## src/rtl/fp_div_seq.sv

```systemverilog
`default_nettype none
// +--------------------------------------------------------------------------+
// | fp_div_seq : sequential IEEE-754 divider, res = n / x, one bit per clock  |
// | Build option FPDIV_RNE_EN: round-to-nearest-even (default: truncate).     |
// | Revision 1.0                                                              |
// +--------------------------------------------------------------------------+
module fp_div_seq #(
  parameter int EXP_W = 8,
  parameter int MAN_W = 23
) (
  input  logic                   clk,
  input  logic                   rst_n,
  input  logic                   start,
  input  logic [EXP_W+MAN_W:0]   n,
  input  logic [EXP_W+MAN_W:0]   x,
  output logic                   busy,
  output logic                   done,
  output logic [EXP_W+MAN_W:0]   res,
  output logic [4:0]             flags
);

  localparam int W     = 1 + EXP_W + MAN_W;
  localparam int EW    = EXP_W + 2;
  localparam int QW    = MAN_W + 3;
  localparam int CNT_W = $clog2(QW);

  localparam logic [CNT_W-1:0] DIV_LAST = CNT_W'(QW - 1);
  localparam logic [EW-1:0]    BIAS     = EW'((1 << (EXP_W - 1)) - 1);
  localparam logic [EW-1:0]    E_OVF    = EW'((1 << EXP_W) - 1);
  localparam logic [W-1:0]     QNAN     = {1'b0, {EXP_W{1'b1}}, 1'b1, {(MAN_W-1){1'b0}}};
  localparam logic [W-2:0]     INF_MAG  = {{EXP_W{1'b1}}, {MAN_W{1'b0}}};
`ifdef FPDIV_RNE_EN
  localparam logic [W-2:0]     OVF_MAG  = INF_MAG;
`else
  localparam logic [W-2:0]     OVF_MAG  = {{(EXP_W-1){1'b1}}, 1'b0, {MAN_W{1'b1}}};
`endif

  typedef enum logic [1:0] {IDLE, DIV, NORM, PACK} state_t;
  state_t state;

  // operand unpacking and classification (subnormals flush to zero)
  logic             sn, sx;
  logic [EXP_W-1:0] en, ex;
  logic [MAN_W-1:0] mn, mx;
  assign {sn, en, mn} = n;
  assign {sx, ex, mx} = x;

  logic n_zero, x_zero, n_inf, x_inf, n_nan, x_nan;
  assign n_zero = (en == '0);
  assign x_zero = (ex == '0);
  assign n_inf  = (&en) & (mn == '0);
  assign x_inf  = (&ex) & (mx == '0);
  assign n_nan  = (&en) & (mn != '0);
  assign x_nan  = (&ex) & (mx != '0);

  logic          res_sign;
  logic          spec_hit;
  logic [W-1:0]  spec_val;
  logic [4:0]    spec_flg;

  always_comb begin
    res_sign = sn ^ sx;
    spec_hit = 1'b1;
    spec_val = '0;
    spec_flg = '0;
    if (n_nan | x_nan | (n_zero & x_zero) | (n_inf & x_inf)) begin
      spec_val = QNAN;
      spec_flg = 5'b10000;
    end else if (n_inf) begin
      spec_val = {res_sign, INF_MAG};
    end else if (x_zero) begin
      spec_val = {res_sign, INF_MAG};
      spec_flg = 5'b01000;
    end else if (x_inf | n_zero) begin
      spec_val = {res_sign, {(W-1){1'b0}}};
    end else begin
      spec_hit = 1'b0;
    end
  end

  logic [EW-1:0] e_init;
  assign e_init = {2'b00, en} - {2'b00, ex} + BIAS;

  // datapath registers
  logic [MAN_W+1:0] rem;
  logic [MAN_W:0]   dvs;
  logic [QW-1:0]    quo;
  logic [EW-1:0]    e;
  logic [CNT_W-1:0] cnt;
  logic             sign;
  logic [MAN_W-1:0] man;
  logic             guard, sticky;
  logic             special;
  logic [W-1:0]     spec_res;
  logic [4:0]       spec_flags;

  // restoring step: borrow of the trial subtraction decides the quotient bit
  logic [MAN_W+2:0] diff;
  logic             ge;
  logic [MAN_W+1:0] kept;
  assign diff = {1'b0, rem} - {2'b00, dvs};
  assign ge   = ~diff[MAN_W+2];
  assign kept = ge ? diff[MAN_W+1:0] : rem;

  // rounding and range check
  logic             rnd_inc;
  logic [MAN_W:0]   sum;
  logic [EW-1:0]    e_rnd;
  logic             ovf, unf;
`ifdef FPDIV_RNE_EN
  assign rnd_inc = guard & (sticky | man[0]);
`else
  assign rnd_inc = 1'b0;
`endif
  assign sum   = {1'b0, man} + {{MAN_W{1'b0}}, rnd_inc};
  assign e_rnd = e + {{(EW-1){1'b0}}, sum[MAN_W]};
  assign ovf   = $signed(e_rnd) >= $signed(E_OVF);
  assign unf   = e_rnd[EW-1] | (e_rnd == '0);

  always_ff @(posedge clk or negedge rst_n) begin
    if (!rst_n) begin
      state      <= IDLE;
      busy       <= 1'b0;
      done       <= 1'b0;
      res        <= '0;
      flags      <= '0;
      rem        <= '0;
      dvs        <= '0;
      quo        <= '0;
      e          <= '0;
      cnt        <= '0;
      sign       <= 1'b0;
      man        <= '0;
      guard      <= 1'b0;
      sticky     <= 1'b0;
      special    <= 1'b0;
      spec_res   <= '0;
      spec_flags <= '0;
    end else begin
      done <= 1'b0;
      busy <= (state == DIV) || (state == NORM);
      case (state)
        IDLE: begin
          if (start) begin
            sign       <= res_sign;
            special    <= spec_hit;
            spec_res   <= spec_val;
            spec_flags <= spec_flg;
            if (spec_hit) begin
              state <= PACK;
            end else begin
              rem   <= {2'b01, mn};
              dvs   <= {1'b1, mx};
              quo   <= '0;
              e     <= e_init;
              cnt   <= DIV_LAST;
              state <= DIV;
            end
          end
        end
        DIV: begin
          quo <= {quo[QW-2:0], ge};
          rem <= kept << 1;
          cnt <= cnt - 1'b1;
          if (cnt == '0) state <= NORM;
        end
        NORM: begin
          if (quo[QW-1]) begin
            man    <= quo[MAN_W+1:2];
            guard  <= quo[1];
            sticky <= quo[0] | (rem != '0);
          end else begin
            man    <= quo[MAN_W:1];
            guard  <= quo[0];
            sticky <= (rem != '0);
            e      <= e - 1'b1;
          end
          state <= PACK;
        end
        PACK: begin
          done  <= 1'b1;
          state <= IDLE;
          if (special) begin
            res   <= spec_res;
            flags <= spec_flags;
          end else if (ovf) begin
            res   <= {sign, OVF_MAG};
            flags <= 5'b00101;
          end else if (unf) begin
            res   <= {sign, {(W-1){1'b0}}};
            flags <= 5'b00011;
          end else begin
            res   <= {sign, e_rnd[EXP_W-1:0], sum[MAN_W-1:0]};
            flags <= {4'b0000, guard | sticky};
          end
        end
        default: state <= IDLE;
      endcase
    end
  end

endmodule
`default_nettype wire

```

## config.mk

```make
export PLATFORM = sky130hd
export DESIGN_NAME = fp_div_seq
export DESIGN_NICKNAME = d
export VERILOG_FILES = /design/src/rtl/fp_div_seq.sv
export SDC_FILE = /design/constraint.sdc
export NUM_CORES = 1
export LEC_CHECK = 0
export ABC_CLOCK_PERIOD_IN_PS = 3300
export BUFFER_PORTS_ARGS = -buffer_cell sky130_fd_sc_hd__buf_2
export CAP_MARGIN = 20
export CORE_ASPECT_RATIO = 1.25
export CORE_MARGIN = 4
export CORE_UTILIZATION = 55
export DETAILED_ROUTE_END_ITERATION = 8
export GPL_TIMING_DRIVEN = 0
export HOLD_SLACK_MARGIN = 0.02
export PLACE_DENSITY_LB_ADDON = 0.1
export SLEW_MARGIN = 20
export SYNTH_ARGS = -nofsm -noshare
export SYNTH_HDL_FRONTEND = slang
export SYNTH_SLANG_ARGS = --single-unit
```

## constraint.sdc

```tcl
create_clock -name clk -period 3.3 [get_ports clk]
set_input_delay 0 -clock clk [delete_from_list [all_inputs] [get_ports clk]]
set_output_delay 0 -clock clk [all_outputs]
set_load 0.005 [all_outputs]
```

==> flow_metrics.tcl <==
set metrics [dict create \
    design_area_mm2 0.0110 \
    power_leakage_nw 5.03 \
    cts_setup_buffers 0 \
    nNetsFinal 1177 \
    clkSlewWorstSetupHoldPaths_ps 70 \
    fmax_ghz 0.329 \
    fin_worst_skew_ps 8.79 \
    coreArea_mm2 0.0162 \
    worstSkewPairLatency_ps 440 \
    grt_max_degree 95 \
    cts_root_buffer "clkbuf_16" \
    synth_nets 998 \
    port_buffers 105 \
    start_kind "flip-flop" \
    postSynthAreaPerCell_um2 10.2 \
    p_switching_mw 4.90 \
    tightest_slew_ps 1050 \
    hold_path_end "e[0]$_DFFE_PN0P_" \
    async_flop_share 1.00 \
    setup_viol 0 \
    slew_violations 0 \
    diodes 0 \
    power_frac_clock 0.172 \
    clock_sinks 162 \
    post-route-period-util 0.920 \
    ys_top_cells_by_area "dfrtp_1 45%, ha_1 5.9%, mux2i_1 5.6%, a21oi_1 3.3%, a221o_1 3.1%" \
    fp.dieW_um 123 \
    outcome "completed" \
    synth_common_cells "162 x dfrtp_1, 73 x nor2_1, 60 x a21oi_1, 51 x mux2i_1, 48 x inv_1" \
    hold_violations 0 \
    cts_max_level 4 \
    antenna_found_initial 0 \
    synth_edf_count 0 \
    numCtsBuffers 17 \
    vias_per_cell 5.90 \
    ff2ff_path_depth 12 \
    die_y_um 151 \
    path_class "reg2reg" \
    dieArea_mm2 0.0186 \
    swShare 0.421 \
    initial_utilization 0.558 \
    drc 0 \
    max_slew_margin 0.302 \
    ys_warn_count 0 \
    cp_max_fo 4 \
    rows 52 \
    hold_depth 4 \
    holdCritStartpoint "x[23]" \
    routed_wl_um 23000 \
    hold_class "in2reg" \
    clk_path_buf_depth 2 \
    hpwl_um 16400 \
    power_mw 11.6 \
    ant_nets 0 \
    areaGrowthSynthToFinish_pct 21.9 \
    synth_ff_type "dfrtp_1" \
    placed_area_mm2 0.00988 \
    synth_cells 887 \
    place.gp.congestion 0.901 \
    synthMostInstantiatedCell "dfrtp_1" \
    p_per_area_mw_per_mm2 1050 \
    syn_area_mm2 0.00905 \
    yosysTopAreaCell "dfrtp_1" \
    timing.rr.end "rem[23]$_DFFE_PN0P_" \
    layout_min_cycle_time_ps 3040 \
    vias 7635 \
    p_int_mw 6.73 \
    maxCapViolCount 0 \
    first_pass_iters 5 \
    ys_seq_area_frac 0.448 \
    seqPwrFrac 0.302 \
    io_pins 106 \
    first_iter_violations 507 \
    required_ps 3600 \
    grt_pass1_vias 7616 \
    rrSetupSlack_ps 260 \
    ir_drop_mv 0.785 \
    p_comb_frac 0.526 \
    crit_arrival_ps 3330 \
    grt_pass1_wl_um 37700 \
    grt_usage 0.257 \
    r2r_start "rem[0]$_DFFE_PN0P_" \
    cts_tree "built" \
    drive_above_1_share 0.169 \
    rsz0062_at_grt "no" \
    wl_per_cell_um 17.8 \
    crit_path_end_kind "flip-flop" \
    ys_ff_latch 162 \
    synth.top_cell.area_share 0.448 \
    synthDistinctLibCells 73 \
    grt_overflow 0 \
]
[logic make-up (layout without fill, tap and decap cells)]
kind of cell             Yosys count  count (layout)  synth area share
AO/OA/AOI/OAI                    276             276             0.219
AND/OR/NAND/NOR                  201             201             0.109
multiplexers                      75              75            0.0863
adder cells (fa/ha/maj)           44              44            0.0617
buffers and inverters             96             288            0.0434
flip-flops                       162             162             0.448
XOR/XNOR                          33              33            0.0319
[worst max-delay path, cell delays in order (launching register included)]
cell and delay, ps:
dfrtp_1 400, inv_1 90, ha_1 170, inv_1 60, fa_1 420, a211o_1 360
a2111oi_4 390, o211ai_1 210, nand3_1 170, nand3_1 100, a21oi_1 200, xor2_1 210
a31oi_1 110
[routing by layer]
layer,up-vias,share of wire,global-route usage
met3,52,0.044,0.0403
met2,209,0.51,0.437
met4,0,0.033,0.102
met5,-,0,0
li1,3686,-,-
met1,3688,0.42,0.326
[power by group through the flow]
| stage | clock [mW] | combinational, mW | sequential, mW |
|---|---|---|---|
| CTS | 2.03 | 6.06 | 3.51 |
| finish | 2.00 | 6.12 | 3.51 |
| detailed placement | 0 | 5.94 | 3.53 |
| global route | 2.11 | 6.80 | 3.62 |
| global placement | 0 | 5.84 | 3.52 |
| floorplan | 0 | 4.58 | 3.35 |
[cells in the final DEF, fill, tap and decap left out, types with 34 or more instances in the layout]
cell type      instances
dfrtp_1              162
nand2_1               37
buf_2                108
clkbuf_1              34
a21oi_1               60
o21ai_0               44
ha_1                  43
dlygate4sd3_1         54
mux2i_1               51
nor2_1                73
inv_1                 48
[repair_timing]
item                                   4_1_cts  5_1_grt
setup endpoints to repair                    4        2
endpoints found under the hold margin      118        0
hold buffers                                54        0
gates resized for setup                      2        1
[worst max path at each step]
stage,start,end,slack (ps),cells past startpoint
finish,rem[0]$_DFFE_PN0P_,rem[23]$_DFFE_PN0P_,260,12
CTS,rem[0]$_DFFE_PN0P_,rem[17]$_DFFE_PN0P_,160,12
global placement,rst_n,dvs[17]$_DFFE_PN0P_,-250,1
detailed placement,rem[0]$_DFFE_PN0P_,rem[23]$_DFFE_PN0P_,-250,12
floorplan,rem[0]$_DFFE_PN0P_,rem[17]$_DFFE_PN0P_,550,12
global route,rem[0]$_DFFE_PN0P_,rem[17]$_DFFE_PN0P_,100,12
[sequential cells by signal, summed over array words and instances (netlist names), 2 cells and up]
register and cells:
dvs 24, man 23, state 2, res 32, flags 5, rem 25, quo 26, cnt 5
spec_res 3, e 10
[through the flow]
| stage | utilization | hold WS [ps] | setup WS [ps] | TNS [ps] | std cells |
|---|---|---|---|---|---|
| after floorplan | - | -296 | 551 | 0 | 887 |
| after global placement | 0.608 | 244 | -247 | -39070 | 1208 |
| after detailed placement | 0.610 | -5.65 | -248 | -716 | 1209 |
| after CTS | 0.680 | 90.5 | 164 | 0 | 1295 |
| after global routing | 0.681 | 158 | 97.9 | 0 | 1295 |
| final | 0.681 | 94.1 | 263 | 0 | 1295 |
[cell type report]
| cell class | instances | area, um2 |
|---|---|---|
| fill | 1235 | 5170 |
| inverter | 50 | 188 |
| clock buffer | 19 | 443 |
| multi-input combinational | 629 | 4620 |
| timing repair buffer | 160 | 1100 |
| buffer | 46 | 205 |
| sequential | 162 | 4050 |
| tap | 216 | 270 |
| clock inverter | 13 | 148 |
No activity file was read; power rests on OpenSTA's default activity.
